`src/rtl/fhe_ntt_sched_pkg.sv`:
```
// Shared types and default sizing for the NTT stage/butterfly scheduler.
package fhe_ntt_sched_pkg;

  typedef enum logic [1:0] {
    IDLE  = 2'd0,
    ISSUE = 2'd1,
    DRAIN = 2'd2,
    DONE  = 2'd3
  } NttSchedState;

  localparam int unsigned NTT_LOG_N  = 12;
  localparam int unsigned NTT_BF_LAT = 6;

endpackage

```
`src/rtl/fhe_ntt_sched_wb_dly.sv`:
```
// Fixed-depth valid+data shift line carrying issue addresses to write-back.
module fhe_ntt_wb_dly #(
  parameter int unsigned DEPTH = 6,
  parameter int unsigned W     = 24
) (
  input  logic         clk,
  input  logic         rst,
  input  logic         vld_i,
  input  logic [W-1:0] data_i,
  output logic         vld_o,
  output logic [W-1:0] data_o
);

  logic [DEPTH-1:0] vld_q;
  logic [W-1:0]     dat_q [DEPTH];

  always_ff @(posedge clk) begin
    if (rst) begin
      vld_q <= '0;
      for (int unsigned i = 0; i < DEPTH; i++) dat_q[i] <= '0;
    end else begin
      vld_q[0] <= vld_i;
      dat_q[0] <= data_i;
      for (int unsigned i = 1; i < DEPTH; i++) begin
        vld_q[i] <= vld_q[i-1];
        dat_q[i] <= dat_q[i-1];
      end
    end
  end

  assign vld_o  = vld_q[DEPTH-1];
  assign data_o = dat_q[DEPTH-1];

endmodule

```
`src/rtl/fhe_ntt_sched.sv`:
```
// Radix-2 NTT/INTT scheduler: walks LOG_N stages of N/2 butterflies, issues
// operand addresses and twiddle indices, drains the pipe between stages.
module fhe_ntt_sched
  import fhe_ntt_sched_pkg::*;
#(
  parameter int unsigned LOG_N  = NTT_LOG_N,
  parameter int unsigned BF_LAT = NTT_BF_LAT
) (
  input  logic                     clk,
  input  logic                     rst,
  input  logic                     start,
  input  logic                     inverse,
  output logic                     busy,
  output logic                     done,
  output logic                     bf_valid,
  input  logic                     bf_ready,
  output logic [LOG_N-1:0]         addr_a,
  output logic [LOG_N-1:0]         addr_b,
  output logic [LOG_N-2:0]         tw_idx,
  output logic                     tw_inv,
  output logic [$clog2(LOG_N)-1:0] stage,
  output logic                     wb_valid,
  output logic [LOG_N-1:0]         wb_addr_a,
  output logic [LOG_N-1:0]         wb_addr_b
);

  localparam int unsigned SW = $clog2(LOG_N);

  NttSchedState     state_q;
  logic [LOG_N-2:0] j_q;
  logic [SW-1:0]    s_q;
  logic             inv_q;
  logic [LOG_N-1:0] outst_q, outst_d;

  logic             issue_acc;
  logic             last_stage;
  logic [SW-1:0]    sh;
  logic [LOG_N-1:0] j_ext, m, k, g, a_raw;
  logic [LOG_N-2:0] tw_raw;
  logic [2*LOG_N-1:0] wb_data;

  // Butterfly address generation: span m = 2^(LOG_N-1-s), group g, offset k.
  always_comb begin
    sh     = SW'(LOG_N-1) - s_q;
    j_ext  = {1'b0, j_q};
    m      = LOG_N'(1) << sh;
    k      = j_ext & (m - LOG_N'(1));
    g      = j_ext >> sh;
    a_raw  = ((g << sh) << 1) | k;
    tw_raw = k[LOG_N-2:0] << s_q;
  end

  assign bf_valid  = (state_q == ISSUE);
  assign issue_acc = bf_valid & bf_ready;
  assign addr_a    = bf_valid ? a_raw : '0;
  assign addr_b    = bf_valid ? (a_raw | m) : '0;
  assign tw_idx    = bf_valid ? tw_raw : '0;
  assign tw_inv    = inv_q;
  assign stage     = s_q;
  assign busy      = (state_q != IDLE);
  assign done      = (state_q == DONE);

  assign last_stage = inv_q ? (s_q == '0) : (s_q == SW'(LOG_N-1));

  always_comb begin
    outst_d = outst_q + LOG_N'(issue_acc) - LOG_N'(wb_valid);
  end

  always_ff @(posedge clk) begin
    if (rst) begin
      state_q <= IDLE;
      j_q     <= '0;
      s_q     <= '0;
      inv_q   <= 1'b0;
      outst_q <= '0;
    end else begin
      outst_q <= outst_d;
      unique case (state_q)
        IDLE: begin
          if (start) begin
            inv_q   <= inverse;
            j_q     <= '0;
            s_q     <= inverse ? SW'(LOG_N-1) : '0;
            state_q <= ISSUE;
          end
        end
        ISSUE: begin
          if (issue_acc) begin
            if (j_q == '1) begin
              j_q     <= '0;
              state_q <= DRAIN;
            end else begin
              j_q <= j_q + 1'b1;
            end
          end
        end
        DRAIN: begin
          // RAW barrier: the next stage reads what this stage writes back.
          if (outst_q == '0) begin
            if (last_stage) begin
              state_q <= DONE;
            end else begin
              s_q     <= inv_q ? s_q - 1'b1 : s_q + 1'b1;
              state_q <= ISSUE;
            end
          end
        end
        DONE:    state_q <= IDLE;
        default: state_q <= IDLE;
      endcase
    end
  end

  fhe_ntt_wb_dly #(
    .DEPTH (BF_LAT),
    .W     (2*LOG_N)
  ) u_wb_dly (
    .clk    (clk),
    .rst    (rst),
    .vld_i  (issue_acc),
    .data_i ({addr_a, addr_b}),
    .vld_o  (wb_valid),
    .data_o (wb_data)
  );

  assign wb_addr_a = wb_data[2*LOG_N-1:LOG_N];
  assign wb_addr_b = wb_data[LOG_N-1:0];

endmodule

```
`config.mk`:
```
export PLATFORM = sky130hd
export DESIGN_NAME = fhe_ntt_sched
export DESIGN_NICKNAME = d
export VERILOG_FILES = /design/src/rtl/fhe_ntt_sched_pkg.sv /design/src/rtl/fhe_ntt_sched_wb_dly.sv /design/src/rtl/fhe_ntt_sched.sv
export SDC_FILE = /design/constraint.sdc
export NUM_CORES = 1
export LEC_CHECK = 0
export ABC_CLOCK_PERIOD_IN_PS = 10900
export CORE_MARGIN = 1.5
export CORE_UTILIZATION = 61
export CTS_CLUSTER_SIZE = 12
export DETAILED_ROUTE_END_ITERATION = 16
export PLACE_DENSITY = 0.91
export SLEW_MARGIN = 10
export SYNTH_ARGS = -nofsm -noshare
export SYNTH_HDL_FRONTEND = slang
export SYNTH_SLANG_ARGS = --single-unit
```
`constraint.sdc`:
```
create_clock -name clk -period 10.9 [get_ports clk]
set_clock_uncertainty 0.15 [all_clocks]
set_input_delay 3.27 -clock clk [delete_from_list [all_inputs] [get_ports clk]]
set_output_delay 3.27 -clock clk [all_outputs]
set_load 0.01 [all_outputs]
```
==> metrics.txt, run 1 <==
Critical Path End Type primary output; Synth cell types 71; largest net degree at the start of global routing 80; Initial Utilization 0.628; worst min path class reg2reg; worst rel slew slack 0.513; Worst-path clk slew ~0.07 ns; Top FF cell, synth dfxtp_1; H-tree lvl count 4; status finished, final reports clean; number of CTS-inserted buffers 17; CP Launch Type register; Area contributors post-synth dfxtp_1 (48%), nor2b_1 (11%), ha_1 (4.0%); Multi-input gate area between 3000 and 4000 um^2; Post-synth top cells dfxtp_1 (180), nor2b_1 (137), nor2_1 (77); Final nets around 900; number of flops mapped to enable cells by yosys 0; Remaining DRCs 0; Peak VDD IR between 0.0001 and 0.00015 V; root buf cell clkbuf_16; Worst Tran Pin Value between 0.7 and 0.8 ns; initial antenna violation count 0; Leak Pwr ~3.3 nW; Core ar. roughly 12,000 um^2; P&R area growth vs syn 17.7%; Sink Count 180; kind of critical path reg2out; Pwr per Cell Area approximately 190 nW/um^2; most frequent cell after synthesis dfxtp_1; syn avg cell area 9.14 um^2; number of fill cells in the layout around 830; worst path arrival time approximately 4.7 ns; WL/cell ~17 um; WL final around 18 mm; Pins Over Slew Limit 0; share of the synthesized area in the top cell type 0.476; CTS tree yes; Max Cap Viol 0; die area about 13,000 um^2; Syn Inst Count between 800 and 900; share of cells above drive strength 1 0.0723; clk buf depth 2; Mapped Nets roughly 860; gr usage total 0.285; PortBufs 72; post-route ant nets 0; Detail Placement HPWL ~11 mm; first-pass GRT wire length about 29 mm; pre-CTS WS 3.30 ns; Hold Buf Count CTS 0; GRT Residual Overflow 0; # diodes 0; post-synthesis sequential area ratio 0.476; Vias between 5,000 and 6,000; f_max 123 MHz; RSZ-0062 raised after global routing no; FP Rows 40; I/O Pins 73; Post-CTS Resized 0; Reg area between 3000 and 4000 um^2; Final period util 0.744; Final Hold Viols 0; worst skew pair latency approximately 0.42 ns; GP Congestion around 0.94; Cell Area, Synth roughly 7600 um^2; Synth async-reset ratio 0; fin crit period 8.11 ns; iteration-0 DRC count of the detailed router ~550; final setup violation count 0; drt via density roughly 5.7; YS warnings 0; DR pass1 iterations 5; Yosys top cell by area dfxtp_1; vias in the first global route around 5,600; synthesized flop and latch total 180; Setup WS post-layout 2.79 ns; Fin Setup TNS 0 ns; Post CTS Setup Buffer Count 0; crit-path max FO 30; Die Span Y approximately 110 um; WP data required approximately 7.5 ns; die width around 110 um
## sequential cells by signal, summed over array words and instances (netlist names)
register / cells
u_wb_dly.dat_q: 144
stage: 4
state_q: 2
j_q: 11
tw_inv: 1
outst_q: 12
u_wb_dly.vld_q: 6
## placed cells by master, fill, tap and decap left out, drive strengths merged, types with 3 or more instances in the layout
cell / count
ha: 24
a22oi: 4
mux2i: 11
nor2: 77
mux2: 8
a211oi: 9
dfxtp: 180
o21ai: 34
nand3: 19
nand2b: 13
and3: 6
or3: 3
a311oi: 4
or2: 3
clkbuf: 18
o211ai: 11
inv: 38
xnor2: 6
a21boi: 4
a21oi: 47
buf: 9
nand2: 45
nor2b: 137
nor3b: 3
xor2: 9
and2: 6
a31oi: 7
o221ai: 3
nand4: 8
nor3: 15
a21o: 5
clkinv: 6
clkdlybuf4s50: 71
## layer usage
layer | wire length, um | GRT usage | up-vias
met5 | 0 | 0 | -
met4 | 423 | 0.108 | 0
met3 | 1210 | 0.0593 | 41
met2 | 8660 | 0.474 | 265
met1 | 7690 | 0.364 | 2770
li1 | - | - | 2883
## path summary, 6_finish.rpt
path / startpoint / end / cells past startpoint / slack, ns
max: stage[3] / tw_idx[10] / 13 / 2.79
min: u_wb_dly.dat_q[3][2] / u_wb_dly.dat_q[4][2] / 1 / 0.28
min reg2reg: u_wb_dly.dat_q[3][2] / u_wb_dly.dat_q[4][2] / 1 / 0.28
max reg2reg: stage[3] / u_wb_dly.dat_q[0][6] / 12 / 6.90
## per-stage QoR
step / instance area [um^2] / total power, W / hold WS [ns] / util / instances
after floorplan: 7570 / 0.00102 / 0.264 / - / 828
after global placement: 8320 / 0.00110 / 0.266 / 0.690 / 1021
after detailed placement: 8320 / 0.00110 / 0.270 / 0.690 / 1021
after CTS: 8910 / 0.00171 / 0.286 / 0.739 / 1053
after global routing: 8910 / 0.00179 / 0.295 / 0.739 / 1053
final: 8910 / 0.00171 / 0.284 / 0.739 / 1053
## worst max-delay path, stage by stage, from the launching register on
cell and delay [ns]:
dfxtp_1 0.60, inv_1 0.18, ha_1 0.31, buf_4 0.29
nor2b_1 0.58, nand2_1 0.14, ha_1 0.35, or3b_2 0.48
a21oi_1 0.16, o221ai_1 0.15, o21ai_0 0.26, o31ai_1 0.10
o21ai_1 0.12, clkdlybuf4s50_1 0.56
## cells by family after synthesis
logic type                 count (synthesis)  share of synthesized area
muxes                                     21                     0.0324
adders and majority gates                 26                     0.0450
xor gates and xnor gates                  15                     0.0174
AOI/OAI and AO/OA                        155                      0.138
buffers and inverters                     86                     0.0478
and+or+nand+nor                          345                      0.244
DFF                                      180                      0.476
## power by group
group | internal (W) | switching (W) | leakage [nW] | total [W]
clock | 0.000314 | 0.000283 | 0.288 | 0.000597
combinational | 0.000169 | 0.000246 | 1.55 | 0.000415
sequential | 0.000681 | 0.0000168 | 1.45 | 0.000698
total | 0.00116 | 0.000545 | 3.29 | 0.00171
## layout make-up
| cell class | count | share of cell area |
|---|---|---|
| inverter | 31 | 0.0131 |
| timing repair buffer | 80 | 0.0873 |
| clock buffer | 18 | 0.0493 |
| clock inverter | 14 | 0.0175 |
| multi-input combinational | 562 | 0.405 |
| sequential | 180 | 0.405 |
| tap | 168 | 0.0236 |
Note: power is estimated with default switching activity, not from simulation.
==> run 2, diff against run 1 <==
ABC_CLOCK_PERIOD_IN_PS = 6500   (was 10900)
CORE_UTILIZATION = 51   (was 61)
PLACE_DENSITY = 0.82   (was 0.91)
clock period = 6.5 ns   (was 10.9 ns; I/O delays follow)
==> metrics.txt, run 2 (synthesis results as in run 1) <==
vias in the first global route roughly 5,300; first-pass GRT wire length 26.5 mm; RSZ-0062 raised after global routing no; number of CTS-inserted buffers 17; kind of critical path reg2out; Pins Over Slew Limit 0; Sink Count 180; I/O Pins 73; Vias ~5,700; DR pass1 iterations 5; Worst-path clk slew 0.07 ns; # diodes 0; P&R area growth vs syn 18.9%; Leak Pwr about 3.3 nW; die width 125 um; post-route ant nets 0; Critical Path End Type primary output; number of flip-flops in the largest register roughly 140; worst skew pair latency approximately 0.42 ns; Die Span Y 125 um; Peak VDD IR about 0.00020 V; Final period util 0.945; Max Cap Viol 0; Reg area 3610 um^2; CP Launch Type register; worst min path class reg2reg; WL final about 16 mm; Remaining DRCs 0; Detail Placement HPWL around 11 mm; gr usage total 0.211; Multi-input gate area between 3000 and 4000 um^2; Core ar. 14,500 um^2; Non-Filler Instances 1,073; GRT Residual Overflow 0; DP Cell Count 1,041; crit-path max FO 29; fin crit period 6.14 ns; die area 15,600 um^2; Final Hold Viols 0; Fin Setup TNS 0 ns; drt via density between 5 and 6; FP Rows 44; Worst Tran Pin Value 0.783 ns; GP Congestion between 0.9 and 1; Initial Utilization 0.521; WL/cell approximately 15 um; largest net degree at the start of global routing 85; CTS tree yes; iteration-0 DRC count of the detailed router 454; worst path arrival time just over 4 ns; Final nets ~910; root buf cell clkbuf_16; status finished, final reports clean; Pwr per Cell Area around 320 nW/um^2; clk buf depth 2; Largest regs u_wb_dly.dat_q (144), outst_q (12), j_q (11); number of fill cells in the layout 1,247; PortBufs between 70 and 80; share of cells above drive strength 1 0.0787; H-tree lvl count 4; Hold Buf Count CTS 0; commonest non-fill, non-tap cell in the layout dfxtp_1; most frequent cells in the layout dfxtp_1 (177), nor2b_1 (137), nor2_1 (77); worst rel slew slack 0.478; final setup violation count 0; WP data required ~4.4 ns; initial antenna violation count 0; Most flops, register u_wb_dly.dat_q; f_max 163 MHz
[run 2: changes by cell type in the layout (fill, tap and decap cells not counted), sizes merged]
cell | before | now
inv | 38 | 36
buf | 9 | 13
bufinv | 0 | 3
clkinv | 6 | 5
[run 2: area by class of cell]
cell class | instances | area share
tap | 184 | 0.0256
multi-input combinational | 562 | 0.401
timing repair buffer | 84 | 0.0898
clock buffer | 18 | 0.0488
inverter | 31 | 0.0129
clock inverter | 14 | 0.0211
sequential | 180 | 0.401
[run 2: metal layers]
layer,wire [um],vias up,global-route usage,share of wire
li1,-,2899,-,-
met1,7320,2622,0.276,0.45
met2,7670,178,0.345,0.48
met3,835,31,0.0447,0.052
met4,286,0,0.0755,0.018
met5,0,-,0,0
[run 2: stage by stage]
stage	hold WS (ns)	power, W	cell area (um^2)	util	worst slack (ns)
2_1_floorplan	0.264	0.00171	7570	-	1.19
3_3_place_gp	0.266	0.00184	8370	0.576	0.719
3_5_place_dp	0.270	0.00186	8370	0.576	0.646
4_1_cts	0.285	0.00292	9000	0.619	0.173
5_1_grt	0.299	0.00306	9000	0.619	0.0807
6_report	0.283	0.00290	9000	0.619	0.359
[run 2: final timing paths]
check / cells past startpoint / end / startpoint / slack (ns)
worst min register to register: 1 / u_wb_dly.dat_q[4][20] / u_wb_dly.dat_q[3][20] / 0.28
worst max register to register: 15 / outst_q[10] / state_q[1] / 2.67
worst max-delay path: 14 / tw_idx[10] / stage[2] / 0.36
worst min-delay path: 1 / u_wb_dly.dat_q[4][20] / u_wb_dly.dat_q[3][20] / 0.28
[run 2: what timing repair did]
action / 4_1_cts / 5_1_grt
setup endpoints to repair: 0 / 4
buffers inserted: 0 / 0
resized for setup: 0 / 2
[run 2: power breakdown]
part | switching, W | internal, W
Clock | 0.000431 | 0.000627
Sequential | 0.0000315 | 0.00114
Combinational | 0.000383 | 0.000286
[run 2: worst max-delay path, cell delays in order, from the launching register on]
cell             delay, ns
dfxtp_1               0.34
clkinv_1              0.06
buf_4                 0.17
ha_1                  0.30
buf_4                 0.29
nor2b_1               0.21
nand2_1               0.10
ha_1                  0.34
or3b_2                0.47
a21oi_1               0.17
o221ai_1              0.16
o21ai_0               0.25
o31ai_1               0.10
o21ai_1               0.10
clkdlybuf4s50_1       0.56
==> patch 1, RTL diff (config.mk and constraints of run 2) <==
Encoding of `NttSchedState`: now one-hot (4 bits for 4 states).
--- a/src/rtl/fhe_ntt_sched_pkg.sv
+++ b/src/rtl/fhe_ntt_sched_pkg.sv
@@ -3,7 +3,7 @@
 
-  typedef enum logic [1:0] {
-    IDLE  = 2'd0,
-    ISSUE = 2'd1,
-    DRAIN = 2'd2,
-    DONE  = 2'd3
+  typedef enum logic [3:0] {
+    IDLE  = 4'b0001,
+    ISSUE = 4'b0010,
+    DRAIN = 4'b0100,
+    DONE  = 4'b1000
   } NttSchedState;
Behaviour: same outputs for any inputs over 10 cycles, from zero or initial values and one cycle with rst high; not proved beyond that.
==> patch 1 against run 2 <==
  * Global-route usage increased by 0.36 points
  * Design area increased by 1.3%
  * Synthesized area increased by 1.6%
  * Combinational power decreased by 14%
  * Sequential cell count increased by 2
  * Final cell count decreased by 0.65%
  * Worst setup slack got worse by 70 ps
  * Routed wire length increased by 5.6%
  * Power decreased by 3.6%
  * Critical path type unchanged
  * Largest cell class unchanged
==> patch 1: results (changes against run 2) <==
stage	metric	value	unit	change
synth	synth_compound_area_share	12.8	%	-0.93 points
critical_path	critical_path_arrival	4110	ps	+70 ps
detailed_routing	wl_per_cell	16.0	microns	+6.3%
detailed_routing	dr.pass1.iters	7		+2
critical_path	crit_fanout	13		-55%
critical_path	endpoint	tw_idx[6]		
synth	yosys.area_share.adder	4.26	%	-0.23 points
detailed_routing	vias	5856		+2.2%
outcome	status	finished clean		
critical_path	crit_start	stage[3]		
cells_and_area	drive_above_1_share	8.28	%	+0.40 points
synth	synthesis.nets	855		-0.47%
synth	synth_xor_area_share	2.73	%	+1.0 points
grt	grt_pass1_vias	5357		+0.53%
synth	synth-seq-area-share	47.4	%	-0.22 points
grt	grt_max_degree	91		+7.1%
critical_path	reg2reg_depth	14		-1
synth	yosysUniqueCellTypes	76		+7.0%
critical_path	rrSetupSlack	2410	ps	-260 ps
cells_and_area	final_nets	899		-0.88%
place	dpl.hpwl	11.3	mm	+0.88%
synth	synth_commonest_cells	182 x dfxtp_1, 133 x nor2b_1, 83 x nor2_1, 38 x a21oi_1, 37 x clkbuf_1		
worst_hold_path	worstHoldStart	u_wb_dly.dat_q[1][16]		
timing	timing.max_slew.rel_slack	47.0	%	-0.74 points
pwr	leakage	3.35	nW	+0.56%
grt	grt_pass1_wl	27.0	mm	+1.9%
-- patch 1: metrics by stage --
step	hold slack, ps	instance area (sq um)	util [%]	instances	setup WS [ps]
2_1_floorplan	264	7690	-	825	609
3_3_place_gp	266	8460	57.8	1034	487
3_5_place_dp	270	8460	57.8	1034	499
4_1_cts	284	9110	62.2	1066	27.4
5_1_grt	297	9120	62.3	1066	54.9
6_report	284	9120	62.3	1066	289
-- patch 1: worst max-delay path, cell delays in order (launching register included) --
cell             delay, ps
dfxtp_2                470
inv_1                  140
ha_1                   300
nor2b_2                190
nand2_1                120
ha_1                   280
buf_4                  230
nand2b_1               120
a21oi_1                140
o21ai_1                160
a22oi_1                270
a21oi_1                100
a2111oi_1              510
clkdlybuf4s50_1        650
-- patch 1: area by class of cell --
type | count | area, sq um
well taps | 184 | 230
inverters | 26 | 97.6
multi-input cells | 557 | 3690
repair buffers | 85 | 816
flip-flops and latches | 182 | 3640
clock inverters | 15 | 221
clock buffers | 17 | 425
fillers | 1163 | 5520
-- patch 1: logic make-up (layout without fill, tap and decap cells) --
| logic type | Yosys count | after routing |
|---|---|---|
| and+or+nand+nor | 343 | 343 |
| DFF | 182 | 182 |
| AOI/OAI and AO/OA | 144 | 144 |
| buffers and inverters | 86 | 143 |
| adders and majority gates | 25 | 25 |
| xor gates and xnor gates | 24 | 24 |
| muxes | 21 | 21 |
-- patch 1: where the power goes --
group | internal, mW | total [mW] | switching [mW]
clock | 0.537 | 1.04 | 0.507
sequential | 1.15 | 1.18 | 0.0308
combinational | 0.233 | 0.577 | 0.345
total | 1.92 | 2.80 | 0.883
-- patch 1: per-layer routing --
layer	GRT usage [%]	vias to the layer above	share of wire, %
met5	0	-	0
met4	10.8	0	3.8
met3	3.99	56	6.1
met2	35.7	248	47
met1	26.7	2661	43
li1	-	2891	-
==> patch 2, RTL diff (settings of run 2) <==
Made on the original files. Set the package constant `NTT_LOG_N` to 11 (it was 12).
--- a/src/rtl/fhe_ntt_sched_pkg.sv
+++ b/src/rtl/fhe_ntt_sched_pkg.sv
@@ -10,3 +10,3 @@
 
-  localparam int unsigned NTT_LOG_N  = 12;
+  localparam int unsigned NTT_LOG_N  = 11;
   localparam int unsigned NTT_BF_LAT = 6;
Ports: changed (5 resized); port bits go from 73 to 68. No check against the original RTL was run, so the function may have changed too.
==> patch 2 against run 2 <==
  * Routed wire length down 9.6%
  * Largest power group unchanged
  * Worst setup slack worse by 91 ps
  * Sequential cell count down 14
  * Design area down 5.6%
  * Synthesized area down 5.8%
  * First-iteration DRC count up 35%
  * Via count down 7.2%
  * Power down 13%
==> patch 2: results (changes against run 2) <==
stage	metric	value	unit	change
detailed_routing	dr.pass1.iters	6		+1
cts	cts-htree-levels	4		unchanged
grt	track_usage	21.0	%	-0.067 points
cells_and_area	nFillCells	1165		-6.6%
synth	async_flop_share	0	%	unchanged
place	gp_congestion	0.950		about the same
pwr	irDropWorstVdd	0.000193	V	-5.6%
grt	grt_pass1_vias	4887		-8.3%
pwr	leakage	3.24	nW	-2.8%
cells_and_area	reg_top3	u_wb_dly.dat_q (132), outst_q (11), j_q (10)		
cts	clk_path_buf_depth	2		unchanged
outcome	status	finished clean		
place	dpl.hpwl	10.2	mm	-8.8%
cells_and_area	drive_above_1_share	8.24	%	+0.37 points
cells_and_area	final_nets	844		-6.9%
synth	synth_area_leaders	dfxtp_1 47%, nor2b_1 11%, nor2_1 4.6%		
detailed_routing	initialDrtViolationCount	611		+35%
critical_path	crit_fanout	11		-62%
place	port-buffer-count	67		-6.9%
synth	synthesis.nets	796		-7.3%
timing	timing.max_slew.rel_slack	35.5	%	-12 points
detailed_routing	viasPerCell	5.29		-0.95%
cts	postCtsSetupRepairBufs	0		unchanged
cts	cts_resized	0		unchanged
grt	grt_pass1_wl	23.7	mm	-10%
synth	synth_commonest_cells	166 x dfxtp_1, 120 x nor2b_1, 87 x nor2_1, 42 x clkbuf_1, 35 x a21oi_1		
cts	cts_made_buffers	17		unchanged
grt	grt_max_degree	105		+24%
detailed_routing	wl	14.6	mm	-9.6%
synth	synth-seq-area-share	46.6	%	-0.99 points
critical_path	critical_path_arrival	4130	ps	+90 ps
## patch 2: changes by cell type after synthesis, moves of 7 or more
cell      change
nor2b_1      -17
dfxtp_1      -14
nand2_1      -14
o21ai_0      -13
a21oi_1      -12
nor2_1       +10
clkbuf_1      +8
nor3_1        -8
a211oi_1      -7
mux4_2        +7
## patch 2: stage by stage
| stage | instances | hold slack [ps] | instance area, sq um | setup WS [ps] |
|---|---|---|---|---|
| after floorplan | 765 | 264 | 7130 | 699 |
| after CTS | 1005 | 283 | 8500 | 269 |
| final | 1005 | 281 | 8500 | 268 |
| after global routing | 1005 | 298 | 8500 | 36.9 |
| after global placement | 974 | 266 | 7910 | 797 |
| after detailed placement | 974 | 270 | 7910 | 737 |
## patch 2: area by class of cell
cell class                 instances  area share [%]
clock inverter                    14            1.84
timing repair buffer              81            9.10
inverter                          32            1.41
sequential                       166            39.1
tap                              180            2.65
clock buffer                      17            5.01
multi-input combinational        515            40.9
## patch 2: path summary, 6_finish.rpt
path	slack, ps	start	cells past startpoint	to
worst max register to register	2440	state_q[1]	15	outst_q[9]
worst min-delay path	280	u_wb_dly.dat_q[1][5]	1	u_wb_dly.dat_q[2][5]
worst min register to register	280	u_wb_dly.dat_q[1][5]	1	u_wb_dly.dat_q[2][5]
worst max-delay path	270	stage[1]	10	addr_b[8]
## patch 2: worst max-delay path, cell delays in order, from the launching register on
cell             delay [ps]
dfxtp_1                 510
clkinv_1                160
ha_1                    550
buf_4                   240
mux2i_1                  80
o211a_1                 240
or3_1                   300
mux4_2                  500
a2111oi_4               390
o21bai_2                190
clkdlybuf4s50_1         550
## patch 2: per-layer routing
layer / routed length, microns / track usage [%] / vias to the layer above
li1: - / - / 2678
met1: 6040 / 24.1 / 2432
met2: 7510 / 37.4 / 180
met3: 704 / 5.69 / 26
met4: 319 / 7.79 / 0
met5: 0 / 0 / -
## patch 2: kinds of logic after synthesis
family	share of synthesized area (%)
AND/OR/NAND/NOR	23.4
flip-flops	46.6
AO/OA/AOI/OAI	12.5
buffers and inverters	4.70
adder cells (fa/ha/maj)	4.77
XOR/XNOR	3.28
multiplexers	4.70
## patch 2: power by group
group | total, mW | leakage [nW] | internal [mW] | switching, mW
Clock | 0.954 | 0.276 | 0.513 | 0.442
Combinational | 0.502 | 1.62 | 0.200 | 0.302
Sequential | 1.08 | 1.34 | 1.05 | 0.0271
